$ cat src/rtl/regfile_arb_pkg.sv
// Shared widths and types for the register-file read arbiter.
// Latency: n/a (types and constants only).
// Backpressure: n/a.
package regfile_arb_pkg;

  localparam int NUM_REQ_DEF = 4;
  localparam int ADDR_W_DEF  = 5;
  localparam int DATA_W_DEF  = 64;

  typedef logic [ADDR_W_DEF-1:0]          reg_addr_t;
  typedef logic [DATA_W_DEF-1:0]          reg_data_t;
  typedef logic [$clog2(NUM_REQ_DEF)-1:0] req_id_t;

endpackage

$ cat src/rtl/rr_arbiter.sv
// Grant selector for the read port: round-robin or fixed lowest-index priority.
// Latency: grant is combinational from req; pointer updates on the edge after a grant.
// Backpressure: caller masks req to zero when it cannot accept a grant.
//
// Ports: clk, reset (sync, active-high); req (eligible requests);
//        advance (a grant was taken this cycle); grant (one-hot); grant_idx (encoded).
// Policy macro: RDARB_ROUND_ROBIN_EN (defined = round-robin, undefined = fixed priority).
module rr_arbiter
  import regfile_arb_pkg::*;
#(
  parameter  int NUM_REQ = NUM_REQ_DEF,
  localparam int IDX_W   = (NUM_REQ > 1) ? $clog2(NUM_REQ) : 1
) (
  input  logic               clk,
  input  logic               reset,
  input  logic [NUM_REQ-1:0] req,
  input  logic               advance,
  output logic [NUM_REQ-1:0] grant,
  output logic [IDX_W-1:0]   grant_idx
);

`ifdef RDARB_ROUND_ROBIN_EN

  logic [IDX_W-1:0] ptr;

  // Walk the candidates from farthest to nearest relative to ptr so the
  // last hit (nearest to ptr, moving upward) is the one that sticks.
  always_comb begin
    int cand;
    cand      = 0;
    grant     = '0;
    grant_idx = '0;
    for (int k = NUM_REQ - 1; k >= 0; k--) begin
      cand = (int'(ptr) + k) % NUM_REQ;
      if (req[cand]) begin
        grant       = '0;
        grant[cand] = 1'b1;
        grant_idx   = IDX_W'(cand);
      end
    end
  end

  always_ff @(posedge clk) begin
    if (reset) begin
      ptr <= '0;
    end else if (advance) begin
      ptr <= (int'(grant_idx) == NUM_REQ - 1) ? '0 : grant_idx + 1'b1;
    end
  end

`else

  // Lowest index wins; scanning downward lets the lowest hit overwrite.
  always_comb begin
    grant     = '0;
    grant_idx = '0;
    for (int k = NUM_REQ - 1; k >= 0; k--) begin
      if (req[k]) begin
        grant     = '0;
        grant[k]  = 1'b1;
        grant_idx = IDX_W'(k);
      end
    end
  end

  // No pointer state in this policy; these inputs are intentionally unused.
  logic unused_fixed;
  assign unused_fixed = &{1'b0, clk, reset, advance};

`endif

endmodule

$ cat src/rtl/regfile_read_arbiter.sv
// Arbitrates NUM_REQ read requesters onto one shared register-file read mux.
// Latency: 1 cycle from grant (req_ready high) to resp_valid; one grant per cycle.
// Backpressure: a stalled response (resp_valid && !resp_ready) holds and blocks all grants.
//
// Ports: clk, reset (sync, active-high); req_valid/req_addr (per requester,
//        addresses packed requester 0 in the LSBs); req_ready (one-hot grant);
//        rd_sel -> shared mux, rd_data <- mux; resp_valid/resp_id/resp_data/resp_ready.
// Policy macro: RDARB_ROUND_ROBIN_EN (defined = round-robin, undefined = fixed priority).
module regfile_read_arbiter
  import regfile_arb_pkg::*;
#(
  parameter  int NUM_REQ = NUM_REQ_DEF,
  parameter  int ADDR_W  = ADDR_W_DEF,
  parameter  int DATA_W  = DATA_W_DEF,
  localparam int ID_W    = (NUM_REQ > 1) ? $clog2(NUM_REQ) : 1
) (
  input  logic                      clk,
  input  logic                      reset,
  input  logic [NUM_REQ-1:0]        req_valid,
  input  logic [NUM_REQ*ADDR_W-1:0] req_addr,
  output logic [NUM_REQ-1:0]        req_ready,
  output logic [ADDR_W-1:0]         rd_sel,
  input  logic [DATA_W-1:0]         rd_data,
  output logic                      resp_valid,
  output logic [ID_W-1:0]           resp_id,
  output logic [DATA_W-1:0]         resp_data,
  input  logic                      resp_ready
);

  logic               stage_free;
  logic [NUM_REQ-1:0] req_elig;
  logic               grant_any;
  logic [ID_W-1:0]    grant_idx;

  // The response register can take a new entry if empty or being drained now.
  assign stage_free = !resp_valid || resp_ready;
  assign req_elig   = (reset || !stage_free) ? '0 : req_valid;
  assign grant_any  = |req_ready;

  rr_arbiter #(
    .NUM_REQ (NUM_REQ)
  ) u_arb (
    .clk       (clk),
    .reset     (reset),
    .req       (req_elig),
    .advance   (grant_any),
    .grant     (req_ready),
    .grant_idx (grant_idx)
  );

  // Grant is one-hot, so at most one address is selected; idle drives 0.
  always_comb begin
    rd_sel = '0;
    for (int k = 0; k < NUM_REQ; k++) begin
      if (req_ready[k]) begin
        rd_sel = req_addr[k*ADDR_W +: ADDR_W];
      end
    end
  end

  always_ff @(posedge clk) begin
    if (reset) begin
      resp_valid <= 1'b0;
      resp_id    <= '0;
      resp_data  <= '0;
    end else if (grant_any) begin
      resp_valid <= 1'b1;
      resp_id    <= grant_idx;
      resp_data  <= rd_data;
    end else if (resp_ready) begin
      resp_valid <= 1'b0;
    end
  end

endmodule

$ cat config.mk
export PLATFORM = sky130hd
export DESIGN_NAME = regfile_read_arbiter
export DESIGN_NICKNAME = d
export VERILOG_FILES = /design/src/rtl/regfile_arb_pkg.sv /design/src/rtl/rr_arbiter.sv /design/src/rtl/regfile_read_arbiter.sv
export SDC_FILE = /design/constraint.sdc
export NUM_CORES = 1
export LEC_CHECK = 0
export CORE_ASPECT_RATIO = 1.75
export CORE_MARGIN = 2
export CORE_UTILIZATION = 36
export CTS_BUF_LIST = sky130_fd_sc_hd__clkbuf_8
export CTS_CLUSTER_SIZE = 16
export DETAILED_ROUTE_END_ITERATION = 6
export PLACE_DENSITY = 0.8
export SLEW_MARGIN = 20
export SYNTH_ARGS = -nofsm -noshare
export SYNTH_HDL_FRONTEND = slang
export SYNTH_SLANG_ARGS = --single-unit
$ cat constraint.sdc
create_clock -name clk -period 1.4 [get_ports clk]
set_input_delay 0.21 -clock clk [delete_from_list [all_inputs] [get_ports clk]]
set_output_delay 0.21 -clock clk [all_outputs]
set_load 0.01 [all_outputs]
**After elaboration in Yosys (flattened, before gate mapping)**

Cells that the tools add are included.

- Flip-flop bits (word level): 67
- Word-level logic and storage cells: 24

- Multiplexer cells: 15
- Reduce and logical (&&, ||, !) cells: 6

Operators by type and width:

| operator | count |
|---|---|
| $mux 4 | 5 |
| $mux 5 | 4 |
| $mux 2 | 4 |
| $reduce_or 4->1 | 1 |
| $logic_not 1->1 | 2 |
| $logic_or 1x1->1 | 2 |
| $mux 1 | 2 |
| $reduce_bool 2->1 | 1 |

**Depth between registers and ports, before layout**

Gate-level depths: netlist of run 1.

- Word-level depth: 13
- Mapped depth: 6
- Gate-level depth less buffers: 3

**Hierarchy**

From an unflattened synthesis of run 1, not the netlist that was laid out.

- Cell total of the unflattened synthesis: 327
- Area total of the unflattened synthesis: 2533.7 um2

By module, submodules not included:

| module | instances | cells each | area an instance (um2) |
|---|---|---|---|
| regfile_read_arbiter | 1 | 318 | 2473.6 |
| rr_arbiter | 1 | 9 | 60.1 |

**Worst setup path before layout of run 1**

Ideal clock, no wire load.

- Path type: reg2out
- Start: register resp_valid
- End: output req_ready[1]
- Arrival: 1.266 ns
- Data required time: 1.190 ns
- Slack: -0.076 ns
- Stages on the path, launching flop included: 5
- Path buffers: 2
- Path through: dfxtp_1 > nor2b_1 > buf_2 > clkbuf_1 > nor4b_1

- Longest elaborated chain between the ends: 8

Ends and longest elaborated chain:

| what | RTL line | RTL |
|---|---|---|
| start: declaration | regfile_read_arbiter.sv:24 | `output logic resp_valid,` |
| start signal: assignment | regfile_read_arbiter.sv:63 | `resp_valid <= 1'b0;` |
| start signal: assignment | regfile_read_arbiter.sv:67 | `resp_valid <= 1'b1;` |
| start signal: assignment | regfile_read_arbiter.sv:71 | `resp_valid <= 1'b0;` |
| $logic_not 1->1 * | regfile_read_arbiter.sv:36 | `assign stage_free = !resp_valid \|\| resp_ready;` |
| $logic_or 1x1->1 * | regfile_read_arbiter.sv:36 |  |
| $logic_not 1->1 * | regfile_read_arbiter.sv:37 | `assign req_elig = (reset \|\| !stage_free) ? '0 : req_valid;` |
| $logic_or 1x1->1 * | regfile_read_arbiter.sv:37 |  |
| $mux 4 * | regfile_read_arbiter.sv:37 |  |
| $mux 4 (2 in series) | rr_arbiter.sv:58 | `if (req[k]) begin` |
| $mux 4 * | rr_arbiter.sv:58 |  |
| end: declaration | regfile_read_arbiter.sv:21 | `output logic [NUM_REQ-1:0] req_ready,` |

Every way passes the cells marked *; elsewhere a longest branch is shown, timed or not.

**Worst setup path in the final report of run 1**

- Start: register resp_valid
- End: output rd_sel[1]

- Longest elaborated chain between the ends: 12

Ends and longest elaborated chain:

| what | RTL line | RTL |
|---|---|---|
| $logic_not 1->1 * | regfile_read_arbiter.sv:36 |  |
| $logic_or 1x1->1 * | regfile_read_arbiter.sv:36 |  |
| $logic_not 1->1 * | regfile_read_arbiter.sv:37 |  |
| $logic_or 1x1->1 * | regfile_read_arbiter.sv:37 |  |
| $mux 4 * | regfile_read_arbiter.sv:37 |  |
| $mux 4 (2 in series) | rr_arbiter.sv:58 |  |
| $mux 4 * | rr_arbiter.sv:58 |  |
| $mux 5 (3 in series) | regfile_read_arbiter.sv:55 | `if (req_ready[k]) begin` |
| $mux 5 * | regfile_read_arbiter.sv:55 |  |
| end: declaration | regfile_read_arbiter.sv:22 | `output logic [ADDR_W-1:0] rd_sel,` |

Marks and branches as above.

==> flow_metrics.env, run 1 <==
export IMPL_status="finished, violations left"
export IMPL_violations="negative setup slack"
export IMPL_synth_seq_cells=67
export IMPL_cp_required_ns=1.19
export IMPL_numCtsBuffers=9
export IMPL_root_buffer="clkbuf_8"
export IMPL_worst_pin_slew_ns=0.6594
export IMPL_cts_buffer_depth=2
export IMPL_finish_utilization=0.6043
export IMPL_layout_drive_gt1_share=0.1353
export IMPL_synth_top_cell_by_area="dfxtp_1"
export IMPL_via_per_inst=5.744
export IMPL_dr_pass1_iters=4
export IMPL_start_kind="flip-flop"
export IMPL_finalMaxSlewViolations=0
export IMPL_min_path_type="in2reg"
export IMPL_fp_coreArea_mm2=0.008203
export IMPL_synth_area_leaders="dfxtp_1 (45%), o211ai_1 (16%), nand4_1 (13%)"
export IMPL_synthDominantCellAreaShare=0.4483
export IMPL_r2r_slack_ns=-0.17
export IMPL_finalSetupViolCount=70
export IMPL_synth_common_cells="dfxtp_1 (67), nand2_1 (65), nand4_1 (64), o211ai_1 (64), clkbuf_1 (22)"
export IMPL_synth_seq_area_share=0.4483
export IMPL_fin_area_mm2=0.004957
export IMPL_antenna_left=0
export IMPL_relSlewSlack=0.5604
export IMPL_finalWorstSetupSlack_ns=-0.3053
export IMPL_vias=3458
export IMPL_antennaDiodeCount=0
export IMPL_fillCellCount=730
export IMPL_placed_cell_area_mm2=0.004790
export IMPL_finalCriticalPeriod_ns=1.705
export IMPL_leakage_nw=2.342
export IMPL_arrival_ns=1.50
export IMPL_antenna_found_initial=0
export IMPL_critPathCapture="rd_sel[1]"
export IMPL_cts_num_sinks=67
export IMPL_synthesis_nets=435
export IMPL_end_kind="primary output"
export IMPL_fp_dieW_um=72.91
export IMPL_wire_per_inst_um=17.42
export IMPL_avgSynthCellArea_um2=8.697
export IMPL_synth_cells=344
export IMPL_rows=44
export IMPL_routed_wl_mm=10.49
export IMPL_rsz0062_at_grt="yes"
export IMPL_dp_hpwl_mm=6.853
export IMPL_synth_cell_types=28
export IMPL_htree_num_levels=3
export IMPL_syn2layout_area_growth_pct=65.70
export IMPL_initial_core_util=0.3647
export IMPL_grt_pass1_vias=3343
export IMPL_grt_first_pass_wirelength_mm=16.59
export IMPL_die_area_mm2=0.009084
export IMPL_synthFlopType="dfxtp_1"
export IMPL_vdd_drop_max_uv=616.9
export IMPL_insertion_delay_ns=0.34
export IMPL_path_max_fanout=4
export IMPL_io_buffers=166
export IMPL_min_delay_path_depth=3
export IMPL_ios=167
export IMPL_drt_first_iter_violations=221
export IMPL_fin_worst_skew_ns=0.005946
export IMPL_hold_violations=0
export IMPL_nNetsFinal=596
export IMPL_fin_crit_sh=1.218
export IMPL_drc=0
export IMPL_dieHeight_um=124.6
export IMPL_syn_area_mm2=0.002992
export IMPL_postSynth_asyncResetShare=0
export IMPL_power_density_mw_per_mm2=940.0
export IMPL_r2r_end="resp_id[0]"
export IMPL_r2r_start="resp_valid"
export IMPL_clk_pin_slew_ns=0.07
export IMPL_hp_start="rd_data[2]"
export IMPL_fmax_ghz=0.5864
export IMPL_grtUsageTotal=0.2320
export IMPL_crit_type="reg2out"
export IMPL_synth_most_common_cell="dfxtp_1"
export IMPL_overflow=0
export IMPL_maxCapViolCount=0
export IMPL_ys_warn_count=0
export IMPL_gp_congestion=0.8181
export IMPL_cts_tree="built"
export IMPL_synth_edf_count=0
export IMPL_grt_max_degree=78
export IMPL_startpoint="resp_valid"
export IMPL_reg2regPathDepth=4
==> layout by cell type (no fill, tap or decap), drive strengths merged, types with 2 or more instances in the layout <==
cell / n
nor3: 3
inv: 2
clkinv: 4
dlygate4sd2: 70
nor2: 5
nor2b: 2
nand2: 65
a32o: 5
dfxtp: 67
buf: 42
nand2b: 4
and3: 2
o211ai: 64
nand4: 64
o221a: 2
a221o: 4
clkdlybuf4s50: 84
a21oi: 2
clkbuf: 10
==> metal layers <==
layer  vias up  track usage  routed length (µm)
met3        36      0.04612                 487
met1      1655       0.2571                3924
li1       1633            -                   -
met2       134       0.4059                5588
met4         0       0.1155                 486
met5         -            0                   0
==> how the worst min path moves through the flow <==
stage	end	slack, ns
finish	resp_data[2]	0.42
global route	resp_data[6]	0.43
CTS	resp_valid	0.39
detailed placement	resp_data[26]	0.48
global placement	resp_data[7]	0.47
floorplan	resp_data[0]	0.35
==> state kept, by name (all words and copies together), names as in the netlist <==
| signal | count |
|---|---|
| resp_valid | 1 |
| resp_data | 64 |
| resp_id | 2 |
==> where the power goes <==
group	total (W)	internal (W)	switching [W]
clock	0.00156	0.000855	0.000707
sequential	0.00211	0.00205	0.0000677
combinational	0.000985	0.000523	0.000461
==> per-stage QoR <==
stage | worst slack [ns] | TNS (ns) | hold slack, ns | cells | power (W)
floorplan | 0.005371 | 0 | 0.3467 | 344 | 0.002543
global placement | -0.9092 | -51.13 | 0.4739 | 581 | 0.003199
detailed placement | -0.9397 | -52.07 | 0.4797 | 581 | 0.003224
CTS | -0.3066 | -3.724 | 0.3912 | 602 | 0.004693
global route | -0.3763 | -11.99 | 0.4264 | 602 | 0.004872
finish | -0.3053 | -4.212 | 0.4225 | 602 | 0.004660
==> repair_timing <==
item	CTS	global route
cloned	1	0
pin swaps	7	4
endpoints found under the setup margin	142	76
endpoints found under the hold margin	0	0
hold buffers	0	0
setup buffers	4	1
gates resized for setup	127	7
==> logic make-up (layout without fill, tap and decap cells) <==
family | after synthesis | count (layout) | share of synthesized area
simple gates | 150 | 150 | 0.2606
compound gates | 79 | 79 | 0.2062
flops | 67 | 67 | 0.4483
buf+inv | 48 | 214 | 0.08490
==> worst max-delay path: stages (launching register included) <==
cell and delay [ns]:
dfxtp_2 0.33, nor2b_4 0.19, buf_6 0.14, nor3_4 0.05
buf_4 0.13, a32o_2 0.22, buf_6 0.12
==> cell type report <==
type | count | area (µm²) | share of cell area
clock buffer | 10 | 137.6 | 0.02776
clock inverter | 6 | 56.30 | 0.01136
inverter | 2 | 8.758 | 0.001767
multi-input combinational | 229 | 1460 | 0.2945
sequential | 67 | 1343 | 0.2708
tap | 92 | 115.1 | 0.02322
timing repair buffer | 196 | 1837 | 0.3705
No activity file was read; power rests on OpenSTA's default activity.
==> run 2, diff against run 1 <==
Settings changed: ABC_CLOCK_PERIOD_IN_PS from default to 1400.
==> results of run 2 <==
Final layout, timing and power as in run 1 (identical DEF).
==> run 3, diff against run 2 <==
Settings changed: GPL_ROUTABILITY_DRIVEN from default to 0, SKIP_LAST_GASP from default to 1.
==> flow_metrics.env, run 3 (synthesis results as in run 1) <==
export IMPL_leakage_nw=2.342
export IMPL_start_kind="flip-flop"
export IMPL_antenna_found_initial=0
export IMPL_finalWorstSetupSlack_ns=-0.3053
export IMPL_vdd_drop_max_uv=616.9
export IMPL_hold_slack_ns=0.4225
export IMPL_regMostFlops="resp_data"
export IMPL_numCtsBuffers=9
export IMPL_clk_pin_slew_ns=0.07
export IMPL_fin_crit_sh=1.218
export IMPL_finish_utilization=0.6043
export IMPL_dp_hpwl_mm=6.853
export IMPL_power_density_mw_per_mm2=940.0
export IMPL_maxCapViolCount=0
export IMPL_p_seq_frac=0.453
export IMPL_violations="negative setup slack"
export IMPL_insertion_delay_ns=0.34
export IMPL_rows=44
export IMPL_status="finished, violations left"
export IMPL_io_buffers=166
export IMPL_layout_drive_gt1_share=0.1353
export IMPL_clkPwrFrac=0.335
export IMPL_worst_pin_slew_ns=0.6594
export IMPL_arrival_ns=1.50
export IMPL_switching_share=0.2653
export IMPL_finalMaxSlewViolations=0
export IMPL_initial_core_util=0.3647
export IMPL_fmax_ghz=0.5864
export IMPL_placed_cell_area_mm2=0.004790
export IMPL_fp_coreArea_mm2=0.008203
export IMPL_min_delay_path_depth=3
export IMPL_finalCriticalPeriod_ns=1.705
export IMPL_drc=0
export IMPL_power_switching_w=0.001236
export IMPL_vias=3458
export IMPL_fillCellCount=730
export IMPL_cts_tree="built"
export IMPL_power_internal_w=0.003424
export IMPL_final_cell_count_no_fill=602
export IMPL_routed_wl_mm=10.49
export IMPL_overflow=0
export IMPL_grtUsageTotal=0.2320
export IMPL_die_area_mm2=0.009084
export IMPL_fin_area_mm2=0.004957
export IMPL_syn2layout_area_growth_pct=65.70
export IMPL_wire_per_inst_um=17.42
export IMPL_cts_buffer_depth=2
export IMPL_fp_dieW_um=72.91
export IMPL_placed_cells=581
export IMPL_relSlewSlack=0.5604
export IMPL_htree_num_levels=3
export IMPL_crit_type="reg2out"
export IMPL_antenna_left=0
export IMPL_reg2regPathDepth=4
export IMPL_ios=167
export IMPL_final_cell_mix="clkdlybuf4s50_1 (84), dlygate4sd2_1 (70), dfxtp_1 (66)"
export IMPL_root_buffer="clkbuf_8"
export IMPL_nNetsFinal=596
export IMPL_end_kind="primary output"
export IMPL_largest_reg_flops=64
export IMPL_path_max_fanout=4
export IMPL_cp_required_ns=1.19
export IMPL_drt_first_iter_violations=221
export IMPL_grt_pass1_vias=3343
export IMPL_grt_max_degree=78
export IMPL_dr_pass1_iters=4
export IMPL_min_path_type="in2reg"
export IMPL_pwr_share_comb=0.211
export IMPL_hold_violations=0
export IMPL_final_common_cell="clkdlybuf4s50_1"
export IMPL_finalSetupViolCount=70
export IMPL_reg_top3="resp_data: 64 flops, resp_id: 2 flops, resp_valid: 1 flops"
export IMPL_rsz0062_at_grt="yes"
export IMPL_via_per_inst=5.744
export IMPL_dieHeight_um=124.6
export IMPL_setup_tns_ns=-4.212
export IMPL_grt_first_pass_wirelength_mm=16.59
export IMPL_antennaDiodeCount=0
export IMPL_cts_num_sinks=67
export IMPL_fin_worst_skew_ns=0.005946
[run 3: cell counts in the layout (fill, tap and decap cells not counted)]
No cell type changed its count.
[run 3: power groups by stage]
stage / combinational [W] / sequential (W) / clock [W]
after global routing: 0.00106 / 0.00213 / 0.00168
after global placement: 0.00105 / 0.00215 / 0
after detailed placement: 0.00106 / 0.00216 / 0
after CTS: 0.000976 / 0.00211 / 0.00160
after floorplan: 0.000324 / 0.00222 / 0
final: 0.000985 / 0.00211 / 0.00156
[run 3: timing repair]
item / CTS / global route
cloned: 1 / 0
hold buffers: 0 / 0
pin swaps: 7 / 4
gates resized for setup: 127 / 7
buffers inserted: 4 / 1
endpoints found under the setup margin: 142 / 76
[run 3: critical path, stage by stage (launching register included)]
cell	delay (ns)
dfxtp_2	0.33
nor2b_4	0.19
buf_6	0.14
nor3_4	0.05
buf_4	0.13
a32o_2	0.22
buf_6	0.12
[run 3: worst paths after layout]
check / to / startpoint / slack [ns]
setup / recovery: rd_sel[1] / resp_valid / -0.31
hold / removal: resp_data[2] / rd_data[2] / 0.42
setup reg to reg: resp_id[0] / resp_valid / -0.17
hold reg to reg: resp_data[26] / resp_data[26] / 0.49
[run 3: final cells by class]
class	instances	area, µm²	area share
clock buffers	10	137.6	0.02776
clock inverters	6	56.30	0.01136
inverters	2	8.758	0.001767
multi-input cells	229	1460	0.2945
flip-flops and latches	67	1343	0.2708
well taps	92	115.1	0.02322
repair buffers	196	1837	0.3705
[run 3: metal layers]
metal / vias up / share of wire / track usage
li1: 1633 / - / -
met1: 1655 / 0.37 / 0.2571
met2: 134 / 0.53 / 0.4059
met3: 36 / 0.046 / 0.04612
met4: 0 / 0.046 / 0.1155
met5: - / 0 / 0
[run 3: through the flow]
step | power (W) | worst slack [ns]
finish | 0.004660 | -0.3053
global route | 0.004872 | -0.3763
CTS | 0.004693 | -0.3066
detailed placement | 0.003224 | -0.9397
global placement | 0.003199 | -0.9092
floorplan | 0.002543 | 0.005371
